===== src/rtl/mem_add_pkg.sv =====
// Shared constants and state encoding for the memory-resident multi-byte adder.
package mem_add_pkg;
  localparam int ADDR_W     = 8;
  localparam int DATA_W     = 8;
  localparam int MAX_NBYTES = 16;
  localparam int IDX_W      = 4;

  typedef enum logic [2:0] {
    ST_IDLE = 3'd0,
    ST_RD_A = 3'd1,
    ST_RD_B = 3'd2,
    ST_WR   = 3'd3,
    ST_DONE = 3'd4
  } state_e;
endpackage


===== src/rtl/add8c.sv =====
// One byte of the ripple adder: 8-bit sum with carry in and carry out.
module add8c
  import mem_add_pkg::*;
(
  input  logic [DATA_W-1:0] a_i,
  input  logic [DATA_W-1:0] b_i,
  input  logic              c_i,
  output logic [DATA_W-1:0] sum_o,
  output logic              c_o
);
  assign {c_o, sum_o} = {1'b0, a_i} + {1'b0, b_i} + {{DATA_W{1'b0}}, c_i};
endmodule


===== src/rtl/mem_add_sequencer.sv =====
// Walks two little-endian operands in the data memory byte by byte, adding with
// ripple carry and storing each sum byte before the next byte is read.
module mem_add_sequencer
  import mem_add_pkg::*;
#(
  parameter int NBYTES = 2
) (
  input  logic              clk,
  input  logic              rst_n,
  input  logic              start,
  input  logic [ADDR_W-1:0] src_a,
  input  logic [ADDR_W-1:0] src_b,
  input  logic [ADDR_W-1:0] dst,
  output logic [ADDR_W-1:0] mem_addr,
  output logic [DATA_W-1:0] mem_wdata,
  output logic              mem_store,
  input  logic [DATA_W-1:0] mem_rdata,
  output logic              busy,
  output logic              done,
  output logic              carry_out,
  output logic              result_zero
);
  localparam logic [IDX_W-1:0] LAST_IDX = IDX_W'(NBYTES - 1);

  state_e            state_q, state_d;
  logic [IDX_W-1:0]  i_q, i_d;
  logic [ADDR_W-1:0] src_a_q, src_a_d, src_b_q, src_b_d, dst_q, dst_d;
  logic [DATA_W-1:0] a_q, a_d, sum_q, sum_d;
  logic              carry_q, carry_d, zero_q, zero_d;
  logic              carry_out_q, carry_out_d, result_zero_q, result_zero_d;

  logic [DATA_W-1:0] add_sum;
  logic              add_c;
  logic [ADDR_W-1:0] idx_ext;

  assign idx_ext = {{(ADDR_W-IDX_W){1'b0}}, i_q};

  add8c u_add8c (
    .a_i  (a_q),
    .b_i  (mem_rdata),
    .c_i  (carry_q),
    .sum_o(add_sum),
    .c_o  (add_c)
  );

  always_comb begin
    state_d       = state_q;
    i_d           = i_q;
    src_a_d       = src_a_q;
    src_b_d       = src_b_q;
    dst_d         = dst_q;
    a_d           = a_q;
    sum_d         = sum_q;
    carry_d       = carry_q;
    zero_d        = zero_q;
    carry_out_d   = carry_out_q;
    result_zero_d = result_zero_q;
    unique case (state_q)
      ST_IDLE: begin
        if (start) begin
          src_a_d = src_a;
          src_b_d = src_b;
          dst_d   = dst;
          i_d     = '0;
          carry_d = 1'b0;
          zero_d  = 1'b1;
          state_d = ST_RD_A;
        end
      end
      ST_RD_A: begin
        a_d     = mem_rdata;
        state_d = ST_RD_B;
      end
      ST_RD_B: begin
        sum_d   = add_sum;
        carry_d = add_c;
        if (add_sum != '0) zero_d = 1'b0;
        state_d = ST_WR;
      end
      ST_WR: begin
        // Flags are final once the last byte is stored, so publish them with done.
        if (i_q == LAST_IDX) begin
          carry_out_d   = carry_q;
          result_zero_d = zero_q;
          state_d       = ST_DONE;
        end else begin
          i_d     = i_q + 1'b1;
          state_d = ST_RD_A;
        end
      end
      ST_DONE: state_d = ST_IDLE;
      default: state_d = ST_IDLE;
    endcase
  end

  always_comb begin
    mem_addr = '0;
    unique case (state_q)
      ST_RD_A: mem_addr = src_a_q + idx_ext;
      ST_RD_B: mem_addr = src_b_q + idx_ext;
      ST_WR:   mem_addr = dst_q + idx_ext;
      default: mem_addr = '0;
    endcase
  end

  assign mem_wdata   = (state_q == ST_WR) ? sum_q : '0;
  assign mem_store   = (state_q == ST_WR);
  assign busy        = (state_q == ST_RD_A) || (state_q == ST_RD_B) || (state_q == ST_WR);
  assign done        = (state_q == ST_DONE);
  assign carry_out   = carry_out_q;
  assign result_zero = result_zero_q;

  always_ff @(posedge clk) begin
    if (!rst_n) begin
      state_q       <= ST_IDLE;
      i_q           <= '0;
      src_a_q       <= '0;
      src_b_q       <= '0;
      dst_q         <= '0;
      a_q           <= '0;
      sum_q         <= '0;
      carry_q       <= 1'b0;
      zero_q        <= 1'b0;
      carry_out_q   <= 1'b0;
      result_zero_q <= 1'b0;
    end else begin
      state_q       <= state_d;
      i_q           <= i_d;
      src_a_q       <= src_a_d;
      src_b_q       <= src_b_d;
      dst_q         <= dst_d;
      a_q           <= a_d;
      sum_q         <= sum_d;
      carry_q       <= carry_d;
      zero_q        <= zero_d;
      carry_out_q   <= carry_out_d;
      result_zero_q <= result_zero_d;
    end
  end
endmodule


===== config.mk =====
export PLATFORM = sky130hd
export DESIGN_NAME = mem_add_sequencer
export DESIGN_NICKNAME = d
export VERILOG_FILES = /design/src/rtl/mem_add_pkg.sv /design/src/rtl/add8c.sv /design/src/rtl/mem_add_sequencer.sv
export SDC_FILE = /design/constraint.sdc
export NUM_CORES = 1
export LEC_CHECK = 0
export BUFFER_PORTS_ARGS = -buffer_cell sky130_fd_sc_hd__buf_4
export CORE_MARGIN = 5
export CORE_UTILIZATION = 55
export DETAILED_ROUTE_END_ITERATION = 10
export PLACE_DENSITY = 0.9
export SYNTH_ARGS = -nofsm -noshare
export SYNTH_HDL_FRONTEND = slang
export SYNTH_SLANG_ARGS = --single-unit

===== constraint.sdc =====
create_clock -name clk -period 2.9 [get_ports clk]
set_input_delay 0.145 -clock clk [delete_from_list [all_inputs] [get_ports clk]]
set_output_delay 0.145 -clock clk [all_outputs]
set_load 0.02 [all_outputs]

; After elaboration in Yosys (flattened, before gate mapping)
; Cells that the tools add are included.
[classes]
add_sub_neg = 6
n_eq_ne = 8
muxes = 13
n_reduce_logical = 11
[ops]
columns = operator, n
row1 = adder 8 x 4 -> 8 bit, 3
row2 = case mux 8 bit (3 select lines), 1
row3 = case mux 3 bit (4 select lines), 1
row4 = adder 8 x 8 -> 9 bit, 1
row5 = adder 9 x 1 -> 9 bit, 1
row6 = 2-to-1 mux 4 bit, 2
row7 = 2-to-1 mux 8 bit, 1
row8 = case mux 4 bit (2 select lines), 1
row9 = nonzero test 8 bit, 1
row10 = == test 3 x 2 -> 1 bit (second input constant), 2
row11 = 2-to-1 mux 3 bit, 2
row12 = != test 2 bit (second input constant), 3
row13 = AND reduction 2 bit, 3
row14 = AND reduction 3 bit, 2
row15 = adder 4 x 1 -> 4 bit (second input constant), 1
row16 = == test 4 x 1 -> 1 bit (second input constant), 1
row17 = case mux 1 bit (2 select lines), 2
row18 = nonzero test 2 bit, 2
row19 = == test 3 x 1 -> 1 bit (second input constant), 1
row20 = == test 3 bit (second input constant), 1
row21 = logical NOT 3 bit, 1
row22 = 2-to-1 mux 1 bit, 3
row23 = logical OR 1 bit, 2
[totals]
ff_bits = 51
inputBits = 35
out_inout_bits = 21
word_cells = 49

; Depth between registers and ports, before layout
[logic_depth]
ltp_word = 5
depth_mapped = 15

; By module
; From an unflattened synthesis, not the netlist that was laid out.
[unflattened]
cells_unflattened = 337
hier_area_um2 = 2926.6
[modules_own_cells]
columns = module, instances, cells_each, area_per_inst_um2, seq_area_each_um2
row1 = mem_add_sequencer, 1, 297, 2595.0, 1021.0
row2 = add8c, 1, 40, 331.6, 0.0

; Least setup slack after synthesis
; Ideal clock, no wire load.
[synth_path]
path_kind = flip-flop to output port
from = register state_q[1]
to = output mem_addr[6]
arrival_ns = 2.693
required_time_ns = 2.755
path_slack_ns = 0.062
path_stages_with_launch = 16
path_cell_list = dfxtp_1 buf_4 nor2b_1 buf_4 buf_2 buf_2 nor2_1 a21oi_1 ha_1 inv_1 fa_1 nor2b_1 o21ai_0 a211oi_1 xor2_1 nor2_1
[synth_via]
elab_chain_len = 2
[synth_rtl]
columns = element, line_no
row1 = from (decl), mem_add_sequencer.sv:25  ; state_e state_q, state_d;
row2 = from (signal assigned), mem_add_sequencer.sv:127  ; state_q <= state_d;
row3 = == test 3 x 2 -> 1 bit / == test 3 x 1 -> 1 bit (equally long branches), mem_add_sequencer.sv:98  ; unique case (state_q)
row4 = case mux 8 bit (3 select lines) (*), mem_add_sequencer.sv:98
row5 = to (decl), mem_add_sequencer.sv:14  ; output logic [ADDR_W-1:0] mem_addr,
; Mark *: on every way between the ends. The rest lies on a longest branch, timed or not.

; Worst setup path after layout
[layout_path]
from = register state_q[2]
to = output mem_addr[6]
; Same word-level chain as after synthesis.

==> results.json <==
{
  "finalSetupViolCount": 0,
  "crit_end": "mem_addr[6]",
  "vias": 2574,
  "total_power_mw": 1.92,
  "timing.rr.end": "carry_q",
  "first_iter_violations": 191,
  "num-fill-cells": 381,
  "worst-path-max-fanout": 7,
  "cp_slowest_stage_delay_ns": 0.39,
  "regToRegSetupSlack_ns": 0.47,
  "min_period_over_period_pct": 96.8,
  "hold_slack_ns": 0.0708,
  "remaining_drc_errors": 0,
  "ant_nets": 0,
  "rows": 25,
  "run_status": "finished, final reports clean",
  "startpoint_type": "flop",
  "place.gp.congestion": 0.856,
  "internal-power_mw": 1.24,
  "final_layout_size_suffix_gt1_share_pct": 24.1,
  "dr.pass1.iters": 4,
  "synth_area_leader_cell": "dfxtp_1",
  "hp-class": "input pin to flop",
  "synthesis.area_per_instance_sq_um": 8.21,
  "path_cells": "nor2b_4 -> buf_6 -> nor2_1 -> a21oi_1 -> ha_2 -> inv_1 -> fa_2 -> nor2b_2 -> o21ai_2 -> a211oi_2 -> xor2_1 -> nor2_1 -> buf_4",
  "timing.slew.headroom_pct": 53.2,
  "cts-hold-fix-buffers": 0,
  "tritoncts_num_sinks": 51,
  "cpMaxStageDelayCell": "dfxtp_4",
  "postSynthRegisterBits": 51,
  "postLayoutCoreUtil_pct": 70.6,
  "detailedPlacementHpwl_um": 4890,
  "full_die_area_sq_mm": 0.00655,
  "worst_setup_hold_path_clk_slew_ns": 0.10,
  "cellPowerDensity_mw_per_mm2": 564,
  "time_the_final_worst_path_needs_with_i_o_delays_and_setup_ns": 2.81,
  "worst-setup-path-type": "flop to primary output",
  "numPortBuffers": 55,
  "grt_pass1_wl_um": 11000,
  "post-synth-top-area-fraction_pct": 36.9,
  "p_leak_nw": 1.48,
  "synth_to_layout_area_growth_pct": 23.0,
  "synth_enable_flop_cells": 0,
  "cts_tree": "done",
  "synth_cell_type_count": 47,
  "synth_sequential_area_ratio_pct": 36.9,
  "pin_count": 56,
  "post_synth_inst_count": 337,
  "maxClockFrequency_mhz": 356,
  "globalRouteOverflowTotal": 0,
  "cts_buffers": 5,
  "final.setup_skew_ns": 0.00550,
  "initial_core_util_pct": 57.5,
  "slew_at_the_pin_with_the_worst_max_slew_slack_ns": 0.699,
  "number_of_antenna_violations_at_the_first_check_in_global_routing": 0,
  "switching_share_pct": 35.4,
  "final_hold_vios": 0,
  "switchingPower_uw": 680,
  "cts.htree.levels": 2,
  "grt_pass1_vias": 2461,
  "r2r_start": "carry_q",
  "critPathArrivalTime_ns": 2.66,
  "synth_area_leaders": "dfxtp_1 (37%), nand2_1 (8.3%), a21oi_1 (7.4%), mux2i_1 (6.5%), ha_1 (5.9%)",
  "final-max-slew-violation-count": 0,
  "layout_commonest_cell": "buf_4",
  "n_antenna_cell": 0,
  "synthFlopType": "dfxtp_1",
  "seq_power_share_pct": 42.4,
  "synth_fp_nets": 388,
  "design.final.nets": 444,
  "fraction_of_registers_with_async_set_or_reset_after_synthesis_pct": 0,
  "clk_path_buf_depth": 2,
  "most-common-layout-cells": "buf_4 (66), nand2_1 (61), dfxtp_1 (48), a21oi_1 (41), nor2_1 (34)",
  "kind_of_capture_point_of_the_worst_setup_path": "primary output",
  "critical_path.startpoint": "state_q[2]",
  "worst_ep_required_time_ns": 2.76,
  "die_x_um": 80.9,
  "worst-path-stages": 13,
  "power.ir.vdd_worst_mv": 0.398,
  "ff_to_ff_path_depth": 9,
  "path_buf_inv": 3,
  "synth_area_sq_mm": 0.00277,
  "routed_wl_um": 6930,
  "postPlaceCellArea_sq_mm": 0.00325,
  "clockPowerShare_pct": 22.1,
  "timing.critical_path.max_delay_family": "adder cells",
  "cpMostUsedCell": "nor2_1",
  "detail_route.vias_per_cell": 5.58,
  "largest_net_degree_at_the_start_of_global_routing": 37,
  "ctsRootBufferMaster": "clkbuf_8",
  "max_cap_violations": 0,
  "fin_area_sq_mm": 0.00340,
  "grt_resource_usage_total_pct": 21.4,
  "synth.yosys.warnings": 0,
  "drt-wirelength-per-cell_um": 15.0,
  "coreArea_sq_mm": 0.00482,
  "power.share.combinational_pct": 35.5,
  "clock_insertion_delay_worst_skew_ns": 0.31,
  "die_h_um": 80.9
}
==> metrics by stage <==
| stage | setup TNS [ns] | cells | setup WS (ns) |
|---|---|---|---|
| 2_1_floorplan | 0 | 337 | 0.0617 |
| 3_3_place_gp | 0 | 450 | 0.335 |
| 3_5_place_dp | 0 | 450 | 0.179 |
| 4_1_cts | 0 | 460 | 0.0359 |
| 5_1_grt | -0.104 | 461 | -0.0872 |
| 6_report | 0 | 461 | 0.0921 |
==> cell usage after synthesis, types with 4 or more instances <==
cell / count
nand2_1: 61
dfxtp_1: 51
a21oi_1: 41
nor2_1: 34
mux2i_1: 18
ha_1: 13
inv_1: 11
and3_1: 10
clkbuf_1: 10
nor2b_1: 7
nor3_1: 6
o21ai_0: 6
a211oi_1: 5
buf_2: 5
o21a_1: 4
xnor2_1: 4
==> final cells by class <==
cell class                      count  area, sq um  area share, %
Tap cell                           67         83.8           2.46
Inverter                           12         45.0           1.32
Timing Repair Buffer               67          507           14.9
Clock buffer                        5         68.8           2.02
Sequential cell                    51         1030           30.2
Clock inverter                      3         23.8          0.699
Multi-Input combinational cell    256         1650           48.4
==> cell families (layout without fill, tap and decap cells) <==
logic type / count (synthesis) / in the layout / share of synthesized area, %
xor gates and xnor gates: 7 / 7 / 2.22
DFF: 51 / 51 / 36.9
AOI/OAI and AO/OA: 74 / 74 / 16.9
adders and majority gates: 16 / 16 / 8.05
muxes: 21 / 21 / 7.82
buffers and inverters: 30 / 87 / 4.70
and+or+nand+nor: 138 / 138 / 23.4
==> timing repair <==
item | CTS | global route
resized for setup | 3 | 12
setup buffers | 2 | 1
hold endpoints to repair | 0 | 0
pin swaps | 1 | 1
endpoints found under the setup margin | 2 | 4
==> routing by layer <==
| layer | track usage (%) | vias up | part of all wire, % |
|---|---|---|---|
| met5 | 0 | - | 0 |
| li1 | - | 1275 | - |
| met3 | 3.77 | 11 | 6.4 |
| met4 | 6.42 | 0 | 1.6 |
| met2 | 36.2 | 93 | 49 |
| met1 | 27.6 | 1195 | 43 |
==> sequential cells by signal, summed over array words and instances, names as in the netlist <==
register and count:
i_q 4, zero_q 1, src_b_q 8, carry_q 1
a_q 8, sum_q 8, state_q 3, src_a_q 8
result_zero 1, dst_q 8, carry_out 1
==> power groups by stage <==
stage	Combinational (mW)	Clock, mW	Sequential (mW)
global route	0.749	0.460	0.820
global placement	0.621	0	0.823
floorplan	0.466	0	0.812
finish	0.682	0.425	0.813
detailed placement	0.640	0	0.825
CTS	0.663	0.430	0.809
==> worst reg2reg max path, stage by stage, from the launching register on <==
cell	delay [ns]
dfxtp_1	0.31
inv_1	0.10
fa_1	0.22
inv_1	0.06
fa_1	0.42
a211o_1	0.32
a211o_1	0.30
a21oi_1	0.22
nor2b_1	0.09
o311a_1	0.29
==> how the worst min path moves through the flow <==
stage | cells after the start | end | startpoint
5_1_grt | 3 | src_b_q[5] | src_b[5]
3_5_place_dp | 3 | a_q[0] | mem_rdata[0]
6_report | 3 | a_q[0] | mem_rdata[0]
4_1_cts | 3 | a_q[0] | mem_rdata[0]
3_3_place_gp | 3 | a_q[0] | mem_rdata[0]
2_1_floorplan | 1 | carry_q | rst_n
No activity file was read; power rests on OpenSTA's default activity.
